`config.mk`:
```
export PLATFORM = sky130hd
export DESIGN_NAME = ctrl_relogio
export DESIGN_NICKNAME = d
export VERILOG_FILES = /design/src/rtl/ctrl_relogio.sv
export SDC_FILE = /design/constraint.sdc
export NUM_CORES = 1
export LEC_CHECK = 0
export ABC_CLOCK_PERIOD_IN_PS = 2200
export CORE_UTILIZATION = 45
export DETAILED_ROUTE_END_ITERATION = 16
export PLACE_DENSITY = 0.71
export SYNTH_ARGS = -nofsm -noshare
export SYNTH_HDL_FRONTEND = slang
export SYNTH_SLANG_ARGS = --single-unit
```
`constraint.sdc`:
```
create_clock -name ctrl_clock -period 2.2 [get_ports ctrl_clock]
set_input_delay 0.33 -clock ctrl_clock [delete_from_list [all_inputs] [get_ports ctrl_clock]]
set_output_delay 0.33 -clock ctrl_clock [all_outputs]
set_load 0.01 [all_outputs]
```
`src/rtl/ctrl_relogio.sv`:
```
// Mode controller and time base for the digital clock: 1 s tick, carry chaining,
// RUN / SET_M / SET_H setting state machine and display blink generation.
module ctrl_relogio #(
  parameter int CLK_DIV   = 50_000_000,
  parameter int BLINK_DIV = 25_000_000
) (
  input  logic       ctrl_clock,
  input  logic       ctrl_reset,
  input  logic       ctrl_btn_mode,
  input  logic       ctrl_btn_inc,
  input  logic       ctrl_add_min,
  input  logic       ctrl_add_hora,
  output logic       ctrl_en_seg,
  output logic       ctrl_en_min,
  output logic       ctrl_en_hora,
  output logic       ctrl_rst_seg,
  output logic [1:0] ctrl_modo,
  output logic       ctrl_blink_min,
  output logic       ctrl_blink_hora
);

  localparam int PW = (CLK_DIV   > 1) ? $clog2(CLK_DIV)   : 1;
  localparam int BW = (BLINK_DIV > 1) ? $clog2(BLINK_DIV) : 1;
  localparam logic [PW-1:0] PRESC_MAX = PW'(CLK_DIV - 1);
  localparam logic [BW-1:0] BLINK_MAX = BW'(BLINK_DIV - 1);

  typedef enum logic [1:0] {
    ST_RUN   = 2'd0,
    ST_SET_M = 2'd1,
    ST_SET_H = 2'd2
  } state_t;

  state_t          state_q, state_d;
  logic            mode_prev_q, inc_prev_q;
  logic [PW-1:0]   presc_q, presc_d;
  logic            tick_q, tick_d;
  logic [BW-1:0]   blink_cnt_q, blink_cnt_d;
  logic            phase_q, phase_d;
  logic            mode_press, inc_press;

  assign mode_press = ctrl_btn_mode & ~mode_prev_q;
  assign inc_press  = ctrl_btn_inc  & ~inc_prev_q;

  always_ff @(posedge ctrl_clock) begin
    if (!ctrl_reset) begin
      state_q     <= ST_RUN;
      presc_q     <= '0;
      tick_q      <= 1'b0;
      blink_cnt_q <= '0;
      phase_q     <= 1'b0;
      // Held high so a button kept down through reset does not count as a press.
      mode_prev_q <= 1'b1;
      inc_prev_q  <= 1'b1;
    end else begin
      state_q     <= state_d;
      presc_q     <= presc_d;
      tick_q      <= tick_d;
      blink_cnt_q <= blink_cnt_d;
      phase_q     <= phase_d;
      mode_prev_q <= ctrl_btn_mode;
      inc_prev_q  <= ctrl_btn_inc;
    end
  end

  always_comb begin
    state_d = state_q;
    if (mode_press) begin
      case (state_q)
        ST_RUN:   state_d = ST_SET_M;
        ST_SET_M: state_d = ST_SET_H;
        default:  state_d = ST_RUN;
      endcase
    end
  end

  // Prescaler only runs while staying in RUN, so re-entry always starts from zero.
  always_comb begin
    presc_d = '0;
    tick_d  = 1'b0;
    if (state_q == ST_RUN && state_d == ST_RUN) begin
      tick_d  = (presc_q == PRESC_MAX);
      presc_d = tick_d ? '0 : presc_q + PW'(1);
    end
  end

  always_comb begin
    blink_cnt_d = '0;
    phase_d     = 1'b0;
    if (state_q != ST_RUN && state_d == state_q) begin
      if (blink_cnt_q == BLINK_MAX) begin
        blink_cnt_d = '0;
        phase_d     = ~phase_q;
      end else begin
        blink_cnt_d = blink_cnt_q + BW'(1);
        phase_d     = phase_q;
      end
    end
  end

  always_comb begin
    ctrl_en_seg     = 1'b0;
    ctrl_en_min     = 1'b0;
    ctrl_en_hora    = 1'b0;
    ctrl_rst_seg    = 1'b1;
    ctrl_blink_min  = 1'b0;
    ctrl_blink_hora = 1'b0;
    ctrl_modo       = state_q;
    case (state_q)
      ST_RUN: begin
        ctrl_en_seg  = tick_q;
        ctrl_en_min  = tick_q & ctrl_add_min;
        ctrl_en_hora = tick_q & ctrl_add_min & ctrl_add_hora;
      end
      ST_SET_M: begin
        ctrl_rst_seg   = 1'b0;
        ctrl_en_min    = inc_press & ~mode_press;
        ctrl_blink_min = phase_q;
      end
      ST_SET_H: begin
        ctrl_rst_seg    = 1'b0;
        ctrl_en_hora    = inc_press & ~mode_press;
        ctrl_blink_hora = phase_q;
      end
      default: ;
    endcase
  end

endmodule

```
# Word-level counts from Yosys, hierarchy flattened
# Index checks and enable logic that the tools add are counted.
# op_classes
addsub	2
n_eq_ne	5
n_mux	8
n_bitwise	12
reduce_logical	10
# op_table
operator	n
26-bit by 1-bit adder with 26-bit output, second input constant	1
26-bit == test, second input constant	1
25-bit by 1-bit adder with 25-bit output, second input constant	1
25-bit == test, second input constant	1
1-bit inverter	7
3-bit OR reduction	2
1-bit bitwise AND	5
2-bit zero test	2
1-bit 2-to-1 mux	4
1-bit one-hot mux with 2 select lines	2
2-bit one-hot mux with 2 select lines	1
2-bit AND reduction	2
2-bit by 1-bit == test with 1-bit output, second input constant	1
2-bit == test	1
2-bit == test, second input constant	1
1-bit logical AND	2
2-bit 2-to-1 mux	1
2-bit nonzero test	1
2-bit OR reduction	1
# totals
regBits	57
inputBits	6
output_inout_bits	8

# Longest topological paths before layout
# depth
ltp_word	7
ltp_mapped	7

# Least setup slack after synthesis
# OpenSTA, ideal clock, no wires.
# synth_path
path_kind	flip-flop to flip-flop
start	register blink_cnt_q[0]
end	register blink_cnt_q[16]
setup_time_ns	0.081
arrival_time_ns	1.856
t_required_ns	2.119
slack_ns	0.264
stages_incl_launch_ff	7
path_buffers	1
synth_period_minus_slack_ns	1.936
path_cell_list	dfxtp_1 -> ha_1 -> nand3_4 -> or3_1 -> buf_2 -> or4_1 -> a211oi_2
# synth_between
elab_chain_len	2
elab_cells_between_ends	3
cone_classes	1 x add/sub; 1 x eq/ne; 1 x reduce/logical
# synth_lines
item	line	text
from (decl)	37	logic [BW-1:0] blink_cnt_q, blink_cnt_d;
from (signal assigned)	58	blink_cnt_q <= blink_cnt_d;
parallel branches: the longest is 2 deep, another holds 25-bit by 1-bit adder with 25-bit output	-	
# Several ways; the timed one is not identified.
# A chain may end at the register's enable or synchronous reset.

# Worst setup path after layout
# layout_path
start	register state_q[0] (netlist: ctrl_modo[0])
end	output port ctrl_en_hora
# layout_between
elab_chain_len	2
elab_cells_between_ends	3
cone_classes	1 x eq/ne; 1 x mux; 1 x reduce/logical
# layout_lines
item	line	text
from (decl)	33	state_t state_q, state_d;
from (signal assigned)	55	state_q <= state_d;
2-bit == test or 2-bit zero test (tied branches)	108	case (state_q)
1-bit one-hot mux with 2 select lines *	108	
to (decl)	15	output logic ctrl_en_hora,
# Every way passes the cells marked *; elsewhere a longest branch is shown, timed or not.

==> flow_metrics.tcl <==
set metrics [dict create \
    status "finished clean" \
    cts_tree "done" \
    synth_nets 329 \
    insertedDiodeCount 0 \
    critPathLaunch "ctrl_modo[0]$_SDFF_PN0_" \
    regArea_sq_mm 0.00114 \
    setup_viol 0 \
    drc 0 \
    max_slew_margin 0.604 \
    max_freq_mhz 489 \
    row_count 28 \
    drt-total-wl_um 5630 \
    reg2reg_to "blink_cnt_q[18]$_SDFF_PP0_" \
    critPathArrivalTime_ns 1.72 \
    r2r-start "blink_cnt_q[0]$_SDFF_PP0_" \
    fin_util 0.543 \
    numCtsBuffers 9 \
    synth-seq-cells 57 \
    clk_latency_ns 0.34 \
    cts_setup_buffers 0 \
    cp-start-kind "register" \
    dr_total_vias 2406 \
    area_delta_synth_final_pct 15.5 \
    vias_per_cell 5.76 \
    nFillCells 566 \
    die_area_sq_mm 0.00654 \
    ios 14 \
    max-cap-violations 0 \
    die_w_um 80.9 \
    min_period_over_period 0.930 \
    fin_area_sq_mm 0.00324 \
    yosysWarnings 0 \
    dr.pass1.iters 4 \
    hp-start "presc_q[0]$_SDFF_PP0_" \
    grt_use_total 0.190 \
    hold_ws_ns 0.459 \
    final_antenna_net_count 0 \
    finalNetCount 349 \
    r2r_cells 5 \
    place_hpwl_um 3880 \
    antenna_found_initial 0 \
    finalHoldViolCount 0 \
    grt_pass1_wl_um 9510 \
    critPathSlowestCell "dfxtp_2" \
    die_h_um 80.9 \
    skew_ns 0.00533 \
    gp_congestion 0.848 \
    cts.sinks 57 \
    initial_core_util 0.470 \
    endpoint "ctrl_en_hora" \
    gr-total-overflow 0 \
    ir_drop_mv 0.293 \
    path_max_fanout 5 \
    grt_pass1_vias 2162 \
    crit_chain "inv_1, ha_1, and2_1, a32o_1, dlygate4sd2_1" \
    cts_buffer_depth 2 \
    maxSlewViolCount 0 \
    grt_start_max_net_pins 27 \
    placed_area_sq_mm 0.00304 \
    p_leak_nw 0.983 \
    htreeDepth 3 \
    portBuffers 13 \
    clock-root-buffer "clkbuf_8" \
    async_reset_ff_frac 0 \
    layout-drive-gt1-share 0.102 \
    core_sq_mm 0.00596 \
    worstSetupPathType "reg -> out" \
    synth-main-ff-cell "dfxtp_1" \
    worstPathRequired_ns 1.87 \
    synth_edf_count 0 \
    multiInputGateArea_sq_mm 0.00158 \
    syn_inst 318 \
    syn_area_sq_mm 0.00280 \
    hp-class "reg -> reg" \
    tightestPinTransition_ns 0.588 \
    slowest_delay_ns 0.36 \
    ys_seq_area_frac 0.408 \
    power_mw 2.04 \
    rsz0062_at_grt "false" \
    drt-initial-drc-count 91 \
    cts.clk_slew.worst_paths_ns 0.06 \
    period_needed_ns 2.05 \
    power_density_mw_per_mm2 631 \
    end_kind "primary output" \
    rrSetupSlack_ns 0.19 \
    wl_per_cell_um 13.5 \
    syn_avg_cell_area_sq_um 8.81 \
    synthDistinctLibCells 38 \
]
placed cells by master, fill, tap and decap left out, types with 2 or more instances in the layout:
| master | netlist | final |
|---|---|---|
| nand2_1 | 21 | 21 |
| nor4_1 | 8 | 8 |
| nor4b_1 | 3 | 3 |
| nand2b_1 | 2 | 2 |
| and2_1 | 6 | 6 |
| a21oi_1 | 15 | 15 |
| or3_1 | 10 | 10 |
| clkdlybuf4s50_1 | 0 | 11 |
| xnor2_1 | 16 | 16 |
| nor3_1 | 18 | 18 |
| dlygate4sd2_1 | 0 | 2 |
| clkinv_2 | 0 | 2 |
| o31ai_1 | 12 | 12 |
| or4_1 | 14 | 14 |
| nor2_1 | 24 | 24 |
| dfxtp_2 | 0 | 2 |
| a211oi_1 | 5 | 5 |
| buf_4 | 0 | 7 |
| nor2b_1 | 4 | 4 |
| o21ai_0 | 10 | 10 |
| a211oi_2 | 4 | 4 |
| nand3b_1 | 2 | 2 |
| and4_1 | 5 | 5 |
| nor3b_1 | 2 | 2 |
| and3_1 | 5 | 5 |
| nand3_1 | 13 | 13 |
| nand4_2 | 2 | 2 |
| nand4_1 | 16 | 16 |
| dfxtp_1 | 57 | 55 |
| clkbuf_8 | 0 | 13 |
| ha_1 | 5 | 5 |
| inv_1 | 7 | 7 |
| xor2_1 | 11 | 11 |
metal layers:
layer / global-route usage / wire, um / up-vias
met5: 0 / 0 / -
met4: 0.120 / 150 / 0
met2: 0.307 / 2540 / 37
li1: - / - / 1226
met1: 0.227 / 2740 / 1132
met3: 0.0438 / 196 / 11
where the power goes:
part | internal [mW] | switching [mW]
registers | 1.04 | 0.00691
clock network | 0.528 | 0.396
logic | 0.0299 | 0.0385
total | 1.60 | 0.441
logic make-up after synthesis:
family          after synthesis  synth area share
mux                           1           0.00357
fa+ha+maj                     5            0.0223
buf+inv                      19            0.0286
xor+xnor                     27            0.0844
compound gates               49             0.117
simple gates                160             0.337
flops                        57             0.408
flip-flops by register name, indices dropped and copies added, names as in the netlist:
signal	count
tick_q	1
inc_prev_q	1
mode_prev_q	1
blink_cnt_q	25
ctrl_modo	2
presc_q	26
phase_q	1
stage by stage:
step / worst slack (ns) / TNS (ns) / cells
4_1_cts: 0.132 / 0 / 418
3_3_place_gp: 0.00329 / 0 / 402
3_5_place_dp: -0.0135 / -0.0224 / 402
5_1_grt: 0.0693 / 0 / 418
6_report: 0.154 / 0 / 418
2_1_floorplan: 0.264 / 0 / 318
critical path: cells and delay by family (launching register included):
| family | cells | cell delay [ns] |
|---|---|---|
| compound gates | 1 | 0.26 |
| simple gates | 1 | 0.17 |
| buf+inv | 2 | 0.36 |
| fa+ha+maj | 1 | 0.23 |
| flops | 1 | 0.36 |
how the worst min path moves through the flow:
stage	cells past startpoint	slack [ns]	to
2_1_floorplan	1	0.40	inc_prev_q$_SDFF_PN1_
5_1_grt	1	0.50	presc_q[0]$_SDFF_PP0_
3_5_place_dp	1	0.45	presc_q[0]$_SDFF_PP0_
3_3_place_gp	1	0.44	presc_q[0]$_SDFF_PP0_
4_1_cts	1	0.47	presc_q[0]$_SDFF_PP0_
6_report	1	0.46	presc_q[0]$_SDFF_PP0_
layout make-up:
| class | instances | area share |
|---|---|---|
| repair buffers | 21 | 0.0619 |
| well taps | 75 | 0.0290 |
| flip-flops and latches | 57 | 0.353 |
| inverters | 7 | 0.00812 |
| clock buffers | 14 | 0.0565 |
| clock inverters | 2 | 0.00309 |
| multi-input cells | 242 | 0.488 |
Yosys cell counts, types with 5 or more instances:
cell type	count	area share
a211oi_1	5	0.013
a21oi_1	15	0.027
and2_1	6	0.013
and3_1	5	0.011
and4_1	5	0.016
buf_2	7	0.013
clkbuf_1	5	0.0067
dfxtp_1	57	0.41
ha_1	5	0.022
inv_1	7	0.0094
nand2_1	21	0.028
nand3_1	13	0.023
nand4_1	16	0.036
nor2_1	24	0.032
nor3_1	18	0.032
nor4_1	8	0.018
o21ai_0	10	0.018
o31ai_1	12	0.032
or3_1	10	0.022
or4_1	14	0.038
xnor2_1	16	0.050
xor2_1	11	0.034
timing repair:
action,in CTS,in global routing
hold buffers,0,0
endpoints found under the hold margin,0,0
endpoints found under the setup margin,2,0
resized for setup,4,0
No activity file was read; power rests on OpenSTA's default activity.
